File: src/rtl/aes_pkg.sv
// Shared AES types, constants and GF(2^8) helpers used by the key schedule and cipher core.
package aes_pkg;

  typedef logic [31:0]  word_t;
  typedef logic [127:0] rkey_t;

  localparam int unsigned AES_NK    = 4;
  localparam logic [7:0]  RCON_INIT = 8'h01;

  typedef enum logic [1:0] {StIdle, StExpand, StDone} ke_state_e;

  // Multiply by x in GF(2^8) modulo the AES polynomial.
  function automatic logic [7:0] xtime(input logic [7:0] x);
    return {x[6:0], 1'b0} ^ (x[7] ? 8'h1b : 8'h00);
  endfunction

endpackage

File: src/rtl/aes_sbox.sv
// Combinational AES forward S-box; shared between the key schedule and SubBytes.
module aes_sbox (
  input  logic [7:0] in_i,
  output logic [7:0] out_o
);

  localparam logic [0:255][7:0] SboxTbl = {
    128'h637c777bf26b6fc53001672bfed7ab76,
    128'hca82c97dfa5947f0add4a2af9ca472c0,
    128'hb7fd9326363ff7cc34a5e5f171d83115,
    128'h04c723c31896059a071280e2eb27b275,
    128'h09832c1a1b6e5aa0523bd6b329e32f84,
    128'h53d100ed20fcb15b6acbbe394a4c58cf,
    128'hd0efaafb434d338545f9027f503c9fa8,
    128'h51a3408f929d38f5bcb6da2110fff3d2,
    128'hcd0c13ec5f974417c4a77e3d645d1973,
    128'h60814fdc222a908846eeb814de5e0bdb,
    128'he0323a0a4906245cc2d3ac629195e479,
    128'he7c8376d8dd54ea96c56f4ea657aae08,
    128'hba78252e1ca6b4c6e8dd741f4bbd8b8a,
    128'h703eb5664803f60e613557b986c11d9e,
    128'he1f8981169d98e949b1e87e9ce5528df,
    128'h8ca1890dbfe6426841992d0fb054bb16
  };

  assign out_o = SboxTbl[in_i];

endmodule

File: src/rtl/key_expander.sv
// AES-128 key schedule: one round key per clock into an 11-entry register file with a
// combinational random-access read port.
module key_expander
  import aes_pkg::*;
#(
  parameter int unsigned NUM_ROUNDS = 10
) (
  input  logic         clk,
  input  logic         n_rst,
  input  logic [127:0] key,
  input  logic         key_received,
  input  logic [3:0]   round_sel,
  output logic [127:0] round_key,
  output logic         busy,
  output logic         keys_ready,
  output logic         expand_done
);

  localparam int unsigned CntW = $clog2(NUM_ROUNDS + 1);

  ke_state_e       state_q, state_d;
  logic [CntW-1:0] cnt_q, cnt_d;
  logic [7:0]      rcon_q, rcon_d;
  logic            kr_q;
  logic            done_q, done_d;
  rkey_t           rk_q [NUM_ROUNDS+1];

  logic            start;
  logic            last_round;
  logic [CntW-1:0] prev_idx;
  rkey_t           prev;
  word_t           rot, sub, t, w0, w1, w2, w3;
  logic            rk_we;
  logic [CntW-1:0] rk_widx;
  rkey_t           rk_wdata;

  assign start      = key_received & ~kr_q;
  assign last_round = (cnt_q == CntW'(NUM_ROUNDS));

  // Round computation on the previous entry.
  assign prev_idx = cnt_q - CntW'(1);
  assign prev     = rk_q[prev_idx];
  assign rot      = {prev[23:0], prev[31:24]};

  for (genvar i = 0; i < AES_NK; i++) begin : g_subword
    aes_sbox u_sbox (
      .in_i  (rot[8*i +: 8]),
      .out_o (sub[8*i +: 8])
    );
  end

  assign t  = sub ^ {rcon_q, 24'h0};
  assign w0 = prev[127:96] ^ t;
  assign w1 = prev[95:64]  ^ w0;
  assign w2 = prev[63:32]  ^ w1;
  assign w3 = prev[31:0]   ^ w2;

  always_ff @(posedge clk or negedge n_rst) begin
    if (!n_rst) begin
      state_q <= StIdle;
      cnt_q   <= '0;
      rcon_q  <= RCON_INIT;
      kr_q    <= 1'b0;
      done_q  <= 1'b0;
      for (int i = 0; i <= int'(NUM_ROUNDS); i++) begin
        rk_q[i] <= '0;
      end
    end else begin
      state_q <= state_d;
      cnt_q   <= cnt_d;
      rcon_q  <= rcon_d;
      kr_q    <= key_received;
      done_q  <= done_d;
      if (rk_we) begin
        rk_q[rk_widx] <= rk_wdata;
      end
    end
  end

  always_comb begin
    state_d = state_q;
    unique case (state_q)
      StIdle, StDone: begin
        if (start) state_d = StExpand;
      end
      StExpand: begin
        if (start)           state_d = StExpand;
        else if (last_round) state_d = StDone;
      end
      default: state_d = StIdle;
    endcase
  end

  always_comb begin
    cnt_d    = cnt_q;
    rcon_d   = rcon_q;
    rk_we    = 1'b0;
    rk_widx  = cnt_q;
    rk_wdata = {w0, w1, w2, w3};
    done_d   = 1'b0;
    if (start) begin
      // A new key always wins, including mid-expansion aborts.
      rk_we    = 1'b1;
      rk_widx  = '0;
      rk_wdata = key;
      cnt_d    = CntW'(1);
      rcon_d   = RCON_INIT;
    end else if (state_q == StExpand) begin
      rk_we  = 1'b1;
      cnt_d  = cnt_q + CntW'(1);
      rcon_d = xtime(rcon_q);
      done_d = last_round;
    end
  end

  always_comb begin
    busy        = (state_q == StExpand);
    keys_ready  = (state_q == StDone);
    expand_done = done_q;
  end

  assign round_key = (32'(round_sel) <= NUM_ROUNDS) ? rk_q[round_sel] : '0;

endmodule
File: config.mk
export PLATFORM = sky130hd
export DESIGN_NAME = key_expander
export DESIGN_NICKNAME = d
export VERILOG_FILES = /design/src/rtl/aes_pkg.sv /design/src/rtl/aes_sbox.sv /design/src/rtl/key_expander.sv
export SDC_FILE = /design/constraint.sdc
export NUM_CORES = 2
export LEC_CHECK = 0
export CAP_MARGIN = 20
export CORE_MARGIN = 4
export CORE_UTILIZATION = 30
export DETAILED_ROUTE_END_ITERATION = 8
export PLACE_DENSITY_LB_ADDON = 0.25
export SYNTH_ARGS = -nofsm -noshare
export SYNTH_HDL_FRONTEND = slang
export SYNTH_SLANG_ARGS = --single-unit
File: constraint.sdc
create_clock -name clk -period 12.5 [get_ports clk]
set_input_delay 1.875 -clock clk [delete_from_list [all_inputs] [get_ports clk]]
set_output_delay 1.875 -clock clk [all_outputs]
set_load 0.03 [all_outputs]
; ---- After elaboration in Yosys (flattened, before gate mapping)
; Memories as Yosys holds them, arrays and structs flattened.
; Index checks and enable logic that the tools add are counted.
[classes]
add_sub_neg = 2
order_cmp = 9
eq_ne = 5
muxes = 33
n_bitwise = 15
reduce_logical = 5
[ops]
columns = cell, n
row1 = bitwise mux 1408 bit, 1
row2 = binary-select mux 128 bit (select 4 bit), 2
row3 = 2-to-1 mux 128 bit, 7
row4 = demux 128 bit (select 4 bit), 1
row5 = bitwise XOR 32 bit, 5
row6 = 2-to-1 mux 8 bit, 10
row7 = "greater-or-equal comparator 9 bit, second input constant", 4
row8 = inverter 8 -> 9 bit, 4
row9 = "greater-or-equal comparator 5 bit, second input constant", 3
row10 = inverter 4 -> 5 bit, 3
row11 = 2-to-1 mux 4 bit, 3
row12 = bitwise XOR 8 x 5 -> 8 bit, 1
row13 = 2-to-1 mux 2 bit, 3
row14 = "less-than comparator 5 x 1 -> 1 bit, second input constant", 1
row15 = 2-to-1 mux 5 bit, 1
row16 = "adder 4 x 1 -> 4 bit, second input constant", 1
row17 = "equality test 4 bit, second input constant", 1
row18 = "<= comparator 4 bit, second input constant", 1
row19 = 2-to-1 mux 1 bit, 4
row20 = one-hot mux 2 bit (2 select lines), 1
row21 = "subtractor 4 x 1 -> 4 bit, second input constant", 1
row22 = "inequality test 3 x 1 -> 1 bit, second input constant", 1
row23 = "equality test 2 x 1 -> 1 bit, second input constant", 1
row24 = "equality test 2 bit, second input constant", 1
row25 = 8 further kinds, 8
[word_totals]
reg_bits = 1424
romBits = 8192
input_bits = 135
out_inout_bits = 131
word_cells = 89
memories = 4
[mem_list]
columns = name, depth, width, read_ports, rd_clocked_by_memory_dff, write_ports, line_no
row1 = (no name shown), 256, 8, 1, 0, 0, aes_sbox.sv:26  ; assign out_o = SboxTbl[in_i];
row2 = (no name shown), 256, 8, 1, 0, 0, aes_sbox.sv:26
row3 = (no name shown), 256, 8, 1, 0, 0, aes_sbox.sv:26
row4 = (no name shown), 256, 8, 1, 0, 0, aes_sbox.sv:26

; ---- Longest topological paths before layout
[depth]
ltp_word = 16
depth_mapped = 37
mapped_depth_nobuf = 18

; ---- Cells and area by module
; A second synthesis with hierarchy kept.
[unflattened]
hier_cells = 9310
hier_area_um2 = 90139.0
[modules_own_cells]
columns = module, n_inst, cells_each, area_per_inst_um2, seq_area_each_um2
row1 = key_expander, 1, 7193, 77037.6, 35635.4
row2 = aes_sbox (g_subword[1].u_sbox), 1, 530, 3335.7, 0.0
row3 = aes_sbox (g_subword[2].u_sbox), 1, 530, 3326.9, 0.0
row4 = aes_sbox (g_subword[0].u_sbox), 1, 525, 3221.8, 0.0
row5 = aes_sbox (g_subword[3].u_sbox), 1, 532, 3216.8, 0.0

; ---- Least setup slack after synthesis
; OpenSTA, ideal clock, no wires.
[synth_path]
path_type = reg2reg
start = register cnt_q[0]
end = register rk_q[1049] (netlist name)
setup_ps = 125
arrival_ps = 7396
required_time_ps = 12375
setup_slack_ps = 4979
path_stages_with_launch = 37
path_buffers = 18
synth_period_minus_slack_ps = 7521
path_cell_list = dfrtp_1 > buf_6 > clkinv_1 > buf_2 > buf_2 > buf_2 > clkbuf_1 > buf_2 > buf_2 > clkbuf_1 > clkbuf_1 > ha_1 > buf_4 > buf_12 > buf_8 > buf_6 > buf_6 > buf_4 > mux2i_1 > nand3_1 > nand4_1 > nand2_1 > buf_4 > buf_4 > buf_2 > ha_1 > inv_1 > and3_1 > a21oi_1 > o21ai_0 > a211o_1 > a41o_1 > o211a_1 > a211oi_4 > xnor3_1 > or2_1 > mux2_2
[synth_between]
elab_chain_cells = 16
word_cells_on_any_way = 23
classes_between = add/sub (1) / order compare (2) / mux (10) / bitwise (8) / reduce/logical (1) / memory (1)
[synth_rtl]
columns = element, line_no
row1 = start: declaration, key_expander.sv:22  ; logic [CntW-1:0] cnt_q, cnt_d;
row2 = start signal: assignment, key_expander.sv:70  ; cnt_q <= cnt_d;
row3 = subtractor 4 x 1 -> 4 bit, key_expander.sv:41  ; assign prev_idx = cnt_q - CntW'(1);
row4 = inverter 4 -> 5 bit (not written as such), key_expander.sv:42  ; assign prev = rk_q[prev_idx];
row5 = binary-select mux 128 bit (select 4 bit), key_expander.sv:42
row6 = 2-to-1 mux 128 bit (not written as such) (2 in a row), key_expander.sv:42
row7 = inverter 8 -> 9 bit (not written as such), aes_sbox.sv:26
row8 = memory (256 x 8 bit), --
row9 = 2-to-1 mux 8 bit (not written as such) (2 in a row), aes_sbox.sv:26
row10 = bitwise XOR 32 bit, key_expander.sv:52  ; assign t = sub ^ {rcon_q, 24'h0};
row11 = bitwise XOR 32 bit, key_expander.sv:53  ; assign w0 = prev[127:96] ^ t;
row12 = bitwise XOR 32 bit, key_expander.sv:54  ; assign w1 = prev[95:64] ^ w0;
row13 = bitwise XOR 32 bit, key_expander.sv:55  ; assign w2 = prev[63:32] ^ w1;
row14 = bitwise XOR 32 bit, key_expander.sv:56  ; assign w3 = prev[31:0] ^ w2;
row15 = 2-to-1 mux 128 bit, key_expander.sv:101  ; if (start) begin
row16 = bitwise mux 1408 bit (*), key_expander.sv:75  ; rk_q[rk_widx] <= rk_wdata;
row17 = end signal: indexed assignment, key_expander.sv:75
row18 = end: declaration, key_expander.sv:26  ; rkey_t rk_q [NUM_ROUNDS+1];
; Mark *: on every way between the ends. The rest lies on a longest branch, timed or not. The select of a mux whose other input is x is not followed.
; A chain may end at the register's enable or synchronous reset.

; ---- Final worst setup path
[layout_path]
start = register cnt_q[0]
end = register rk_q[646] (netlist name)
; Same word-level chain as after synthesis.

==> impl_metrics.csv <==
group,metric,value,unit
status,status,"finished, final reports clean",
yosys,ys_seq_elements,1424,
final_layout,drive_gt1_share,14.1,%
die,die_x,561,um
yosys,syn_area,91700,um^2
yosys,syn_nets,10100,
clock_tree,post_cts_buffers,0,
grt,grt_overflow,0,
clock_tree,clock_latency,890,ps
worst_setup_path,cp_common_cell,"inv_1",
die,core-area,304000,um^2
yosys,avgSynthCellArea,9.28,um^2
place,port_buffers,265,
yosys,synth_edf_count,0,
yosys,ys_types,121,
final_layout,fin_nets,9817,
timing,post-route-min-period,9620,ps
drt,drc,0,
yosys,synth_xor_area_share,2.38,%
yosys,synthAdderAreaFrac,0.628,%
yosys,synth_warnings,0,
die,initial_utilization,30.2,%
drt,wire_per_inst,33.1,um
grt,grt_max_degree,180,
job,drv_cap,0,
drt,vias_per_cell,6.17,
timing,finalMaxSlewViolations,0,
drt,dr_total_vias,85500,
yosys,synthesis.instances,9886,
worst_setup_path,slowest_stage,"a21oi_1",
worst_setup_path,slowest_delay,860,ps
drt,dr.pass1.iters,8,
place,gp_congestion,0.996,
final_layout,seq_area,35600,um^2
yosys,synth_top_family_by_area,"compound AO/OA/AOI/OAI gates",
timing,max-slew-margin-rel,0.161,%
drt,routed_wl,459000,um
timing,setup_viol,0,
timing,fmax,104,MHz
clock_tree,cts_sinks,1424,
drt,wl_met1,182000,um
final_layout,nFillCells,31000,
clock_tree,cts.repair.resized,0,
die,fp.dieH,561,um
timing,period_share,77.0,%
yosys,synth.area.mux_share,18.5,%
drt,drt_iter0_markers,11200,
worst_setup_path,worstRegToRegCells,19,
yosys,yosysSeqAreaShare,38.9,%
drt,top_layer_used,"met5",
worst_hold_path,worstHoldPathCells,1,
drt,wl_met3,45600,um
worst_setup_path,endpoint_kind,"flop",
grt,grt_pass1_vias,82700,
clock_tree,ctsHoldBuffers,0,
grt,grt_pass1_wl,647000,um
worst_setup_path,path_cells,"inv_6, ha_4, buf_12, mux4_2, o2111ai_1, nand2_1, buf_4, inv_1, ha_1, inv_1, a21oi_1, o21ai_0, a21o_1, o311ai_0, nand3_1, o31a_1, xor2_1, xnor2_1, mux2_2",
timing,clock_skew,82.3,ps
worst_setup_path,critPathKind,"reg -> reg",
die,ios,266,
final_layout,syn_to_final_growth,13.3,%
clock_tree,htreeDepth,4,
final_layout,layout_commonest_cell,"nand2_1",
worst_setup_path,crit_fanout,104,
worst_setup_path,crit_required,13230,ps
timing,worst_slew_pin_slew,1500,ps
drt,ant_nets,0,
yosys,synth-simple-area-share,13.1,%
final_layout,layout_common_cells,"nand2_1, dfrtp_1, o21ai_0",
yosys,ys_async_sr_fraction,100,%
timing,rsz0062_at_grt,"false",
worst_setup_path,arrival,10350,ps
worst_setup_path,start_kind,"flop",
worst_hold_path,hold_path.class,"reg -> reg",
grt,antenna_found_initial,36,
yosys,ys.flop_type,"dfrtp_1",
place,dpl.hpwl,294000,um
die,placementRows,202,
drt,routed-wl-met2,200000,um
grt,track_usage,28.1,%
timing,hold_viol_final,0,
timing,fin_setup_tns,0,ps
clock_tree,cts_buffers,174,
clock_tree,clock-root-buffer,"clkbuf_16",
final_layout,multi_input_area,51600,um^2
clock_tree,clk_pin_slew_worst_paths,60,ps
clock_tree,cts_tree,"done",
die,fp.dieArea,315000,um^2
yosys,synth_compound_area_share,21.0,%
clock_tree,cts_buffer_depth,4,
## cell usage after synthesis (45+ instances only)
cell,count,share of area [%]
xnor2_1,144,1.4
nor3_1,124,0.68
a311oi_1,65,0.62
nor2_1,393,1.6
o21ai_0,1336,7.3
nand3_1,237,1.3
a21o_1,56,0.46
buf_4,75,0.61
buf_2,187,1.0
buf_1,102,0.42
mux2_2,90,1.1
a211oi_1,104,0.85
o311ai_0,54,0.52
and3_1,59,0.40
dfrtp_1,1423,39
o31ai_1,87,0.71
mux4_2,479,12
clkbuf_1,642,2.6
o21ai_1,62,0.34
a21oi_1,548,3.0
a31oi_1,116,0.79
buf_6,45,0.55
xor2_1,47,0.45
o22ai_1,188,1.3
ha_1,46,0.63
o211ai_1,107,0.88
nand2_1,1855,7.6
mux2i_1,516,5.6
## per-stage QoR
stage	std cells	util [%]	hold WS [ps]	area [um^2]	setup slack [ps]
CTS	13800	34.1	471	104000	3290
floorplan	9886	-	424	91700	4980
global route	13800	34.2	487	104000	2790
global placement	13500	32.3	436	97900	3220
detailed placement	13500	32.3	456	98000	3380
finish	13900	34.2	480	104000	2880
## state kept, by name, summed over array words and instances (netlist names)
signal / flops
rk_q: 1408
rcon_q: 8
cnt_q: 4
state_q: 2
expand_done: 1
kr_q: 1
## critical path: cells and delay by family (launching register included)
family / cells / cell delay [ps]
AND/OR/NAND/NOR: 2 / 380
buffers and inverters: 5 / 1800
XOR/XNOR: 2 / 1210
adder cells (fa/ha/maj): 2 / 1670
multiplexers: 2 / 820
AO/OA/AOI/OAI: 6 / 2370
flip-flops: 1 / 710
## layer usage
| metal | up-vias | GRT usage [%] |
|---|---|---|
| met5 | - | 0 |
| met4 | 14 | 15.9 |
| met3 | 1076 | 6.85 |
| met2 | 5245 | 42.5 |
| met1 | 43300 | 36.7 |
| li1 | 35900 | - |
## layout make-up
type / count / area share (%)
multi-input combinational: 7362 / 49.7
sequential: 1424 / 34.3
timing repair buffer: 629 / 5.47
clock buffer: 252 / 4.92
tap: 4080 / 4.91
clock inverter: 46 / 0.503
inverter: 45 / 0.167
antenna: 14 / 0.0337
## cell families (layout without fill, tap and decap cells)
| group | Yosys count | count (layout) |
|---|---|---|
| flops | 1424 | 1424 |
| xor+xnor | 215 | 215 |
| mux | 1085 | 1085 |
| other cells | 0 | 14 |
| buf+inv | 1100 | 972 |
| fa+ha+maj | 46 | 46 |
| simple gates | 2866 | 2866 |
| compound gates | 3150 | 3150 |
## path summary, 6_finish.rpt
path | start | slack (ps) | end
max in group asynchronous | n_rst | 8750 | rk_q[1066]
min in group asynchronous | n_rst | 1000 | rk_q[471]
min reg2reg | state_q[1] | 480 | state_q[0]
max | cnt_q[0] | 2880 | rk_q[646]
max reg2reg | cnt_q[0] | 2880 | rk_q[646]
min | state_q[1] | 480 | state_q[0]
Power is left out: the tool's default activity adds up to more than one toggle a clock period on the data nets, which glitch-free logic cannot reach.
